### src/rtl/booth4_mult_seq_if.sv
// Handshake and operand/result bundle for the sequential radix-4 Booth multiplier.
// The master side issues operands and start; the slave side returns busy/done/S.
interface booth4_mult_seq_if #(
  parameter int size = 8
);
  logic              start;
  logic              signed_mode;
  logic [size-1:0]   A;
  logic [size-1:0]   B;
  logic              busy;
  logic              done;
  logic [2*size-1:0] S;

  modport master (
    output start, signed_mode, A, B,
    input  busy, done, S
  );

  modport slave (
    input  start, signed_mode, A, B,
    output busy, done, S
  );
endinterface

### src/rtl/booth4_mult_seq.sv
// Sequential radix-4 Booth multiplier: retires two multiplier bits per cycle,
// signed or unsigned operands, start/busy/done handshake with a held product.
module booth4_mult_seq #(
  parameter int size = 8
) (
  input  logic             CLOCK,
  input  logic             RESET,
  booth4_mult_seq_if.slave bus
);

  localparam int W  = size + 2;
  localparam int N  = W / 2;
  localparam int CW = $clog2(N + 1);
  localparam logic [CW-1:0] CNT_LAST = CW'(N - 1);

  if (((size % 2) != 0) || (size < 4)) begin : g_bad_size
    $error("booth4_mult_seq: size must be even and >= 4");
  end

  typedef enum logic [1:0] {
    ST_IDLE = 2'd0,
    ST_CALC = 2'd1,
    ST_DONE = 2'd2
  } state_t;

  state_t            state_q, state_d;
  logic [W-1:0]      m_q, m_d;
  logic [W:0]        hi_q, hi_d;
  logic [W-1:0]      lo_q, lo_d;
  logic              x_q, x_d;
  logic [CW-1:0]     cnt_q, cnt_d;
  logic [2*size-1:0] s_q, s_d;
  logic              busy_q, busy_d;
  logic              done_q, done_d;

  logic [W-1:0]      a_ext_s;
  logic [W-1:0]      b_ext_s;
  logic [W:0]        addend_s;
  logic [W:0]        sum_s;

  // Operand extension to the internal width; two extra bits let the last
  // Booth group see a proper sign (or zero) for both modes.
  always_comb begin
    if (bus.signed_mode) begin
      a_ext_s = {{2{bus.A[size-1]}}, bus.A};
      b_ext_s = {{2{bus.B[size-1]}}, bus.B};
    end else begin
      a_ext_s = {2'b00, bus.A};
      b_ext_s = {2'b00, bus.B};
    end
  end

  // Booth recoding of {LO[1:0], X} and accumulation into HI
  always_comb begin
    case ({lo_q[1:0], x_q})
      3'b001, 3'b010: addend_s = {m_q[W-1], m_q};
      3'b011:         addend_s = {m_q, 1'b0};
      3'b100:         addend_s = -{m_q, 1'b0};
      3'b101, 3'b110: addend_s = -{m_q[W-1], m_q};
      default:        addend_s = {(W+1){1'b0}};
    endcase
    sum_s = hi_q + addend_s;
  end

  // Control FSM next state and datapath next values
  always_comb begin
    state_d = state_q;
    m_d     = m_q;
    hi_d    = hi_q;
    lo_d    = lo_q;
    x_d     = x_q;
    cnt_d   = cnt_q;
    s_d     = s_q;
    busy_d  = 1'b0;
    done_d  = 1'b0;
    case (state_q)
      ST_IDLE, ST_DONE: begin
        if (bus.start) begin
          m_d     = b_ext_s;
          lo_d    = a_ext_s;
          hi_d    = {(W+1){1'b0}};
          x_d     = 1'b0;
          cnt_d   = {CW{1'b0}};
          state_d = ST_CALC;
          busy_d  = 1'b1;
        end else begin
          state_d = ST_IDLE;
        end
      end
      ST_CALC: begin
        // Arithmetic shift of {HI, LO, X} by two after the add
        hi_d  = {sum_s[W], sum_s[W], sum_s[W:2]};
        lo_d  = {sum_s[1:0], lo_q[W-1:2]};
        x_d   = lo_q[1];
        cnt_d = cnt_q + CW'(1);
        if (cnt_q == CNT_LAST) begin
          state_d = ST_DONE;
          done_d  = 1'b1;
          s_d     = {hi_d[size-3:0], lo_d};
        end else begin
          busy_d  = 1'b1;
        end
      end
      default: begin
        state_d = ST_IDLE;
      end
    endcase
  end

  // State, datapath and registered outputs
  always_ff @(posedge CLOCK) begin
    if (!RESET) begin
      state_q <= ST_IDLE;
      m_q     <= {W{1'b0}};
      hi_q    <= {(W+1){1'b0}};
      lo_q    <= {W{1'b0}};
      x_q     <= 1'b0;
      cnt_q   <= {CW{1'b0}};
      s_q     <= {(2*size){1'b0}};
      busy_q  <= 1'b0;
      done_q  <= 1'b0;
    end else begin
      state_q <= state_d;
      m_q     <= m_d;
      hi_q    <= hi_d;
      lo_q    <= lo_d;
      x_q     <= x_d;
      cnt_q   <= cnt_d;
      s_q     <= s_d;
      busy_q  <= busy_d;
      done_q  <= done_d;
    end
  end

  assign bus.busy = busy_q;
  assign bus.done = done_q;
  assign bus.S    = s_q;

endmodule

### src/flat_wrapper.sv
// flat-port wrapper written by rule: the top's interface ports become plain ports
module booth4_mult_seq_flat 
#(
  parameter int size = 8
)
  (CLOCK, RESET, bus_start, bus_signed_mode, bus_A, bus_B, bus_busy, bus_done, bus_S);
  booth4_mult_seq_if #(.size(size)) bus_i ();
  input  logic CLOCK;
  input  logic RESET;
  input wire logic [$bits(bus_i.start)-1:0] bus_start;
  input wire logic [$bits(bus_i.signed_mode)-1:0] bus_signed_mode;
  input wire logic [$bits(bus_i.A)-1:0] bus_A;
  input wire logic [$bits(bus_i.B)-1:0] bus_B;
  output wire logic [$bits(bus_i.busy)-1:0] bus_busy;
  output wire logic [$bits(bus_i.done)-1:0] bus_done;
  output wire logic [$bits(bus_i.S)-1:0] bus_S;
  assign bus_i.start = bus_start;
  assign bus_i.signed_mode = bus_signed_mode;
  assign bus_i.A = bus_A;
  assign bus_i.B = bus_B;
  assign bus_busy = bus_i.busy;
  assign bus_done = bus_i.done;
  assign bus_S = bus_i.S;
  booth4_mult_seq #(.size(size)) u_core (.CLOCK(CLOCK), .RESET(RESET), .bus(bus_i));
endmodule
### config.mk
export PLATFORM = sky130hd
export DESIGN_NAME = booth4_mult_seq_flat
export DESIGN_NICKNAME = d
export VERILOG_FILES = /design/src/rtl/booth4_mult_seq_if.sv /design/src/rtl/booth4_mult_seq.sv /design/src/flat_wrapper.sv
export SDC_FILE = /design/constraint.sdc
export NUM_CORES = 1
export LEC_CHECK = 0
export ABC_CLOCK_PERIOD_IN_PS = 8100
export CORE_ASPECT_RATIO = 1.25
export CORE_MARGIN = 4
export CORE_UTILIZATION = 50
export DETAILED_ROUTE_END_ITERATION = 12
export PLACE_DENSITY_LB_ADDON = 0.25
export REMOVE_ABC_BUFFERS = 1
export SYNTH_ARGS = -nofsm -noshare
export SYNTH_HDL_FRONTEND = slang
export SYNTH_SLANG_ARGS = --single-unit
### constraint.sdc
create_clock -name CLOCK -period 8.1 [get_ports CLOCK]
set_input_delay 0.81 -clock CLOCK [delete_from_list [all_inputs] [get_ports CLOCK]]
set_output_delay 0.81 -clock CLOCK [all_outputs]
set_load 0.1 [all_outputs]
* Yosys cells after proc, flatten, opt, wreduce, memory -nomap -nowiden *
Cells that the tools add are included.

storage, ports and cells
  bits of input ports = 20
  register bits after elaboration = 55
  output and inout bits = 18
  logic and storage cells = 51

cells by class
  multiplexer cells = 18
  equal/unequal tests = 11
  $add $sub $neg = 4
  reductions and logical operators = 9

operator list
  cell                                                    count
  one-hot mux 11 bit (4 select lines)                     1
  2-to-1 mux 10 bit                                       3
  negation 11 bit                                         2
  one-hot mux 11 bit (2 select lines)                     1
  one-hot mux 10 bit (2 select lines)                     1
  == test 3 bit (second input constant)                   4
  adder 11 bit                                            1
  2-to-1 mux 11 bit                                       1
  AND reduction 2 bit                                     4
  == test 3 x 2 -> 1 bit (second input constant)          2
  one-hot mux 3 bit (2 select lines)                      1
  OR reduction 2 bit                                      3
  2-to-1 mux 1 bit                                        5
  one-hot mux 1 bit (2 select lines)                      2
  one-hot mux 2 bit (2 select lines)                      1
  adder 3 x 1 -> 3 bit (second input constant)            1
  == test 3 x 1 -> 1 bit (second input constant)          1
  2-to-1 mux 3 bit                                        1
  == test 2 x 1 -> 1 bit (second input constant)          1
  == test 2 bit (second input constant)                   1
  zero test 2 bit                                         1
  2-to-1 mux 2 bit                                        1
  inequality test 2 x 1 -> 1 bit (second input constant)  1
  inequality test 2 bit (second input constant)           1
  nonzero test 2 bit                                      1

* Depth between registers and ports, before layout *
Gate-level depths: netlist (run 1).

  word-level depth = 5
  gate-level depth with buffers = 16
  mapped depth without buffers = 15

* Worst setup path before layout (run 1) *
Ideal clock, no wire load.

  path type = register -> register
  start point = reg u_core.m_q[0]
  end point = reg u_core.hi_q[9]
  slack = 4,726 ps
  arrival time = 3,256 ps
  required time = 7,983 ps
  buffers on the path = 1
  period minus slack after synthesis = 3,374 ps
  cell stages (with the launch flop) = 17
  library setup time = 117 ps
  cells stage by stage = dfxtp_1 > inv_1 > ha_1 > or3b_2 > clkbuf_1 > nor3_1 > xor2_1 > nor2_1 > a21o_1 > mux4_2 > ha_1 > a21oi_1 > nand2_1 > a211oi_1 > nor3_1 > mux2i_1 > nand2_1

between the ends
  cells in the longest elaborated chain, start to end = 4
  elaborated cells between the ends (all ways) = 5
  classes of those cells = add/sub (3); mux (2)

ends and longest elaborated chain
  what                                       RTL line                                      text
  start, declared                            booth4_mult_seq.sv:27                         logic [W-1:0] m_q, m_d;
  start signal, assigned                     booth4_mult_seq.sv:114                        m_q <= {W{1'b0}};
  start signal, assigned                     booth4_mult_seq.sv:124                        m_q <= m_d;
  negation 11 bit, on equally long branches  booth4_mult_seq.sv:59, booth4_mult_seq.sv:58
  one-hot mux 11 bit (4 select lines) (*)    booth4_mult_seq.sv:55                         case ({lo_q[1:0], x_q})
  adder 11 bit (*)                           booth4_mult_seq.sv:62                         sum_s = hi_q + addend_s;
  one-hot mux 11 bit (2 select lines) (*)    booth4_mult_seq.sv:76                         case (state_q)
  end signal, assigned                       booth4_mult_seq.sv:115                        hi_q <= {(W+1){1'b0}};
  end signal, assigned                       booth4_mult_seq.sv:125                        hi_q <= hi_d;
  end, declared                              booth4_mult_seq.sv:28                         logic [W:0] hi_q, hi_d;

Every way passes the cells marked *; elsewhere a longest branch is shown, timed or not.
A chain may end at the register's enable or synchronous reset.

* Worst setup path in the final report (run 1) *
  start point = reg u_core.m_q[1]
  end point = reg u_core.hi_q[9]

The elaborated chain is that of the path after synthesis.

==> metrics.txt, run 1 <==
# IOs=38; Yosys Warn Count=0; routability cong.=roughly 0.88; Max clock buf depth=2; wire per inst=14.2 um; first-pass GRT wire length=12,000 um; Crit Path Category=reg2reg; Initial DRT Pass Iterations=6; largest net degree at the start of global routing=54; Core Area=5860 um2; Max-slew headroom=0.295; register area=1040 um2; GRT overflow=0; post-CTS setup buffers=0; min Tclk post-route=about 3700 ps; share of layout cells above drive strength 1=0.0495; Post-synth EDFFs=0; Worst Path Arrival=~3900 ps; # H-tree levels=2; Crit. End Element=flop; Yosys reg bits=52; VDD IR max=0.137 mV; final instance area=between 3000 and 4000 um2; Max Clock Freq=about 0.27 GHz; final core utilization=0.609; Starting Density=0.524; RSZ-0062 raised after global routing=no; worst hold path type=reg2reg; synthesized instance count=384; hpwl dp=just under 5000 um; pwr dens=~170 nW/um2; Port Buf Inserts=37; # clock sinks=between 50 and 60; initial antenna violation count=0; CTS tree=yes; die height=95.6 um; vias per inst=approximately 5.5; Site Rows=31; worst slew pin tran=1050 ps; Max Transition Viols Final=0; Die W=78.0 um; Nets=437; Clock Pin Slew Worst Setup and Hold Paths=approximately 100 ps; outcome=completed; number of global-route vias before repair=2,576; Cell Area, Synth=between 3000 and 4000 um2; synthesis-to-layout area growth=16.3%; startpoint types=flop; Root Driver=clkbuf_8; Total Neg Setup Slack=0 ps; ys async rst share=0; static leakage=about 1.5 nW; final hold violations=0; worst skew pair latency=310 ps; post-synthesis sequential area ratio=0.339; CP Data Required Time=between 8000 and 9000 ps; Hold-fix buffers, CTS=0; final clock skew=14.5 ps; setup violators final=0; DRC Markers=0; die area=~7500 um2; Ant. Diodes=0; Routed Antenna Nets=0; crit-path max FO=7; area occupied by multi-input gates=1880 um2; cts bufs inserted=5; r2r setup slk=roughly 4400 ps; Max-Cap Viols=0; post-cts resize count=0; routed wire length=between 6000 and 7000 um; initial DRC count=130; GRT Resource Usage Total=0.199; Final period util=0.457; Mean Syn Cell Area=~8.0 um2; Cell variety after synth=47; placed instance area=around 3400 um2; ys flop type=dfxtp_1; Fill cells=approximately 530; Via Count=2,690
state kept, by name, summed over array words and instances, names as in the netlist:
register	cells
u_core.bus.S	16
u_core.x_q	1
u_core.cnt_q	3
u_core.m_q	9
u_core.hi_q	9
u_core.state_q	2
u_core.bus.done	1
u_core.bus.busy	1
u_core.lo_q	10
cell usage in the layout, fill, tap and decap left out, types with 5 or more instances in the layout:
master | netlist | layout
a21o_1 | 7 | 7
o211a_1 | 8 | 8
o21ai_0 | 13 | 13
dfxtp_1 | 52 | 52
clkdlybuf4s50_1 | 0 | 37
inv_1 | 5 | 5
a21oi_1 | 19 | 19
a22oi_1 | 9 | 9
xnor2_1 | 10 | 10
ha_1 | 13 | 13
nor2b_1 | 14 | 14
and2_1 | 8 | 8
nand3_1 | 13 | 13
nand2_1 | 81 | 81
a21boi_0 | 26 | 26
xor2_1 | 9 | 9
nand2b_1 | 6 | 6
clkbuf_8 | 0 | 6
nor2_1 | 18 | 18
metal layers:
metal  up-vias  share of wire  global-route usage
met2        53           0.48               0.349
met4         0          0.025              0.0787
met5         -              0                   0
met3        14          0.029              0.0321
li1       1370              -                   -
met1      1253           0.46               0.244
worst paths after layout:
path,start,to,depth (start not counted)
max,u_core.m_q[1],u_core.hi_q[9],15
min,u_core.bus.S[14],u_core.bus.S[14],2
max reg2reg,u_core.m_q[1],u_core.hi_q[9],15
min reg2reg,u_core.bus.S[14],u_core.bus.S[14],2
cells in the mapped netlist (all sizes together), types with 3 or more instances:
library cell | count | share of area
dfxtp | 52 | 0.34
xnor2 | 10 | 0.029
xor2 | 9 | 0.026
o211a | 8 | 0.026
and2 | 8 | 0.016
nand2 | 81 | 0.099
ha | 13 | 0.053
nand3 | 13 | 0.021
nor2b | 14 | 0.029
o21a | 4 | 0.0098
mux2i | 4 | 0.013
a211oi | 4 | 0.0098
or4 | 3 | 0.0098
nor2 | 18 | 0.022
a22oi | 9 | 0.022
a21o | 7 | 0.017
inv | 5 | 0.0061
clkbuf | 24 | 0.029
o21ai | 13 | 0.021
buf | 4 | 0.0086
a31oi | 3 | 0.0061
nand2b | 6 | 0.012
a21boi | 26 | 0.064
a21oi | 19 | 0.031
critical path, cell delays in order (launching register included):
cell	delay, ps
dfxtp_1	370
inv_1	90
ha_1	190
or3b_2	550
nor3_1	200
xor2_1	210
nor2_1	80
a21o_1	180
mux4_2	460
ha_1	350
a21oi_1	230
nand2_1	80
a211oi_1	320
nor3_1	110
mux2i_1	140
nand2_1	60
power breakdown:
part / switching, mW / internal, mW
clock network: 0.0882 / 0.101
registers: 0.0174 / 0.266
logic: 0.0692 / 0.0591
total: 0.175 / 0.427
cell type report:
class                   count  share of cell area
multi-input cells         297               0.528
flip-flops and latches     52               0.292
clock buffers               6              0.0231
inverters                   7             0.00737
clock inverters             2              0.0109
well taps                  82              0.0288
repair buffers             40               0.110
per-stage QoR:
step	worst slack, ps	cells	total power [mW]	hold WS [ps]
after floorplan	4790	356	0.377	450
after detailed placement	4410	478	0.417	458
final	4400	486	0.601	467
after CTS	4400	486	0.605	473
after global routing	4110	486	0.632	492
after global placement	4440	478	0.415	453
logic make-up (layout without fill, tap and decap cells):
group | after synthesis | in the layout | synth area share
AOI/OAI and AO/OA | 107 | 107 | 0.245
xor gates and xnor gates | 19 | 19 | 0.0543
adders and majority gates | 14 | 14 | 0.0596
buffers and inverters | 35 | 55 | 0.0465
DFF | 52 | 52 | 0.339
muxes | 7 | 7 | 0.0314
and+or+nand+nor | 150 | 150 | 0.224
No activity file was read; power rests on OpenSTA's default activity.
==> run 2: changes to the inputs <==
Settings changed: ABC_CLOCK_PERIOD_IN_PS 8100 to 3100.
Clock period 8.1 ns to 3.1 ns, I/O delays scaled along.
==> run 2 against run 1 <==
Compared with the run above: the run now ends with setup timing left; flip-flop and latch count unchanged; combinational power increased to 3.5 times the previous value; hold slack got worse by 6.3 ps; count of clock-buffer cells in the layout decreased by 1; power increased to 2.8 times the previous value; routed wire length increased by 8.1%.
==> metrics.txt, run 2 (synthesized netlist as in run 1, its figures left out) <==
# clock sinks=52; Worst Hold End=u_core.bus.S[15]; wire per inst=~15 um; hpwl dp=~5400 um; die area=roughly 7500 um2; Max-Cap Viols=0; CP Buf/Inv Count=0; most common cell after layout, fill and taps aside=nand2_1; share of layout cells above drive strength 1=0.160; Hold Crit Depth=2; startpoint types=flop; setup violators final=3; Worst Path Arrival=about 3500 ps; routed wire length=7440 um; Crit Path Category=reg2reg; CP Data Required Time=around 3300 ps; Slowest cell on crit path=or4_4; Crit. End Element=flop; failing checks=setup timing; RSZ-0062 raised after global routing=yes; Port Buf Inserts=37; largest net degree at the start of global routing=26; reg2reg start=u_core.m_q[0]; Ant. Diodes=0; Starting Density=0.524; routability cong.=approximately 0.9; sw power=between 0.5 and 0.6 mW; final clock skew=around 4.8 ps; number of flip-flops in the largest register=16; synthesis-to-layout area growth=28.3%; Max Transition Viols Final=0; critical-path cell list=or4_4, or4_4, xor2_2, a21o_1, mux4_2, ha_4, a21oi_2, nand2_1, a211oi_2, nor3_1, mux2i_1, nand2_1; Seq pwr share=0.437; initial DRC count=130; GRT overflow=0; Switching Fraction=0.303; Max Clock Freq=about 0.3 GHz; cts bufs inserted=5; min Tclk post-route=approximately 3300 ps; worst slew pin tran=about 1100 ps; # H-tree levels=2; worst hold path type=reg2reg; fraction of power consumed by combinational cells=0.272; GRT Resource Usage Total=0.201; Hold-fix buffers, CTS=0; Max-slew headroom=0.295; Slowest Stage Delay on Critical Path=between 500 and 600 ps; Internal=~1.2 mW; cell family with most CP delay=simple AND/OR/NAND/NOR gates; placed instance area=3620 um2; Root Driver=clkbuf_8; Routed Antenna Nets=0; # IOs=38; VDD IR max=0.340 mV; first-pass GRT wire length=12,300 um; static leakage=approximately 1.6 nW; initial antenna violation count=0; Max clock buf depth=2; number of global-route vias before repair=2,743; Clock power frac=0.291; most frequent cells in the layout=nand2_1 (80), dfxtp_1 (50), clkdlybuf4s50_1 (37); CP Launch Point=u_core.m_q[0]; crit-path max FO=3; worst skew pair latency=around 300 ps; pwr dens=423 nW/um2; final instance area=3930 um2; die height=between 90 and 100 um; Core Area=roughly 5900 um2; Via Count=2,846; min-delay src=u_core.bus.S[15]; Clock Pin Slew Worst Setup and Hold Paths=about 100 ps; worst r2r path cells=12; Site Rows=31; Setup WS pre-CTS=-312 ps; vias per inst=roughly 5.6; DRC Markers=0; final hold violations=0; Die W=78.0 um; r2r setup slk=-230 ps; Initial DRT Pass Iterations=4; outcome=finished, violations left; Final period util=1.07; CTS tree=yes; RR Endpoint=u_core.hi_q[9]; Nets=463; slack of the critical path=-226 ps; Total Neg Setup Slack=-350 ps
run 2: cell type report:
class / instances / area (um2)
Inverter: 7 / 26.3
Timing Repair Buffer: 66 / 596
Clock buffer: 5 / 68.8
Tap cell: 82 / 103
Clock inverter: 3 / 46.3
Sequential cell: 52 / 1040
Fill cell: 469 / 1920
Multi-Input combinational cell: 297 / 2050
run 2: layer usage:
metal / up-vias / part of all wire / wire length, um / track usage
met4: 0 / 0.018 / 135 / 0.0671
met1: 1367 / 0.43 / 3210 / 0.238
met3: 12 / 0.032 / 240 / 0.0331
li1: 1417 / - / - / -
met2: 50 / 0.52 / 3850 / 0.367
met5: - / 0 / 0 / 0
run 2: worst reg2reg max path, stage by stage, from the launching register on:
cell,delay [ps]
dfxtp_2,340
or4_4,530
or4_4,460
xor2_2,170
a21o_1,190
mux4_2,480
ha_4,240
a21oi_2,210
nand2_1,120
a211oi_2,230
nor3_1,90
mux2i_1,120
nand2_1,60
run 2: timing repair:
action	CTS	global route
pin swaps	3	16
setup endpoints to repair	5	9
resized for setup	9	33
buffers inserted	0	3
run 2: power by group through the flow:
stage / clock (mW) / sequential (mW) / combinational, mW
2_1_floorplan: 0 / 0.750 / 0.235
3_3_place_gp: 0 / 0.739 / 0.377
3_5_place_dp: 0 / 0.740 / 0.387
4_1_cts: 0.495 / 0.725 / 0.398
5_1_grt: 0.516 / 0.731 / 0.499
6_report: 0.484 / 0.727 / 0.453
run 2: worst max-delay path by stage:
stage | endpoint | slack [ps] | cells after the start
6_report | u_core.hi_q[9] | -230 | 12
5_1_grt | u_core.hi_q[9] | -410 | 12
4_1_cts | u_core.hi_q[9] | -130 | 13
3_5_place_dp | u_core.hi_q[9] | -310 | 15
3_3_place_gp | u_core.hi_q[9] | -210 | 12
2_1_floorplan | u_core.hi_q[9] | -210 | 15
run 2: per-stage QoR:
step           instances  hold WS, ps  power, mW  utilization
4_1_cts              509          476       1.62        0.645
6_report             512          460       1.66        0.672
3_5_place_dp         501          461       1.13        0.618
3_3_place_gp         501          452       1.12        0.618
2_1_floorplan        356          428      0.985            -
5_1_grt              512          491       1.75        0.672
==> run 3: changes to the inputs <==
Settings changed: CTS_CLUSTER_DIAMETER set to 100.
==> results of run 3 <==
Same layout as run 2: the final DEF is identical, and so are final timing and power.
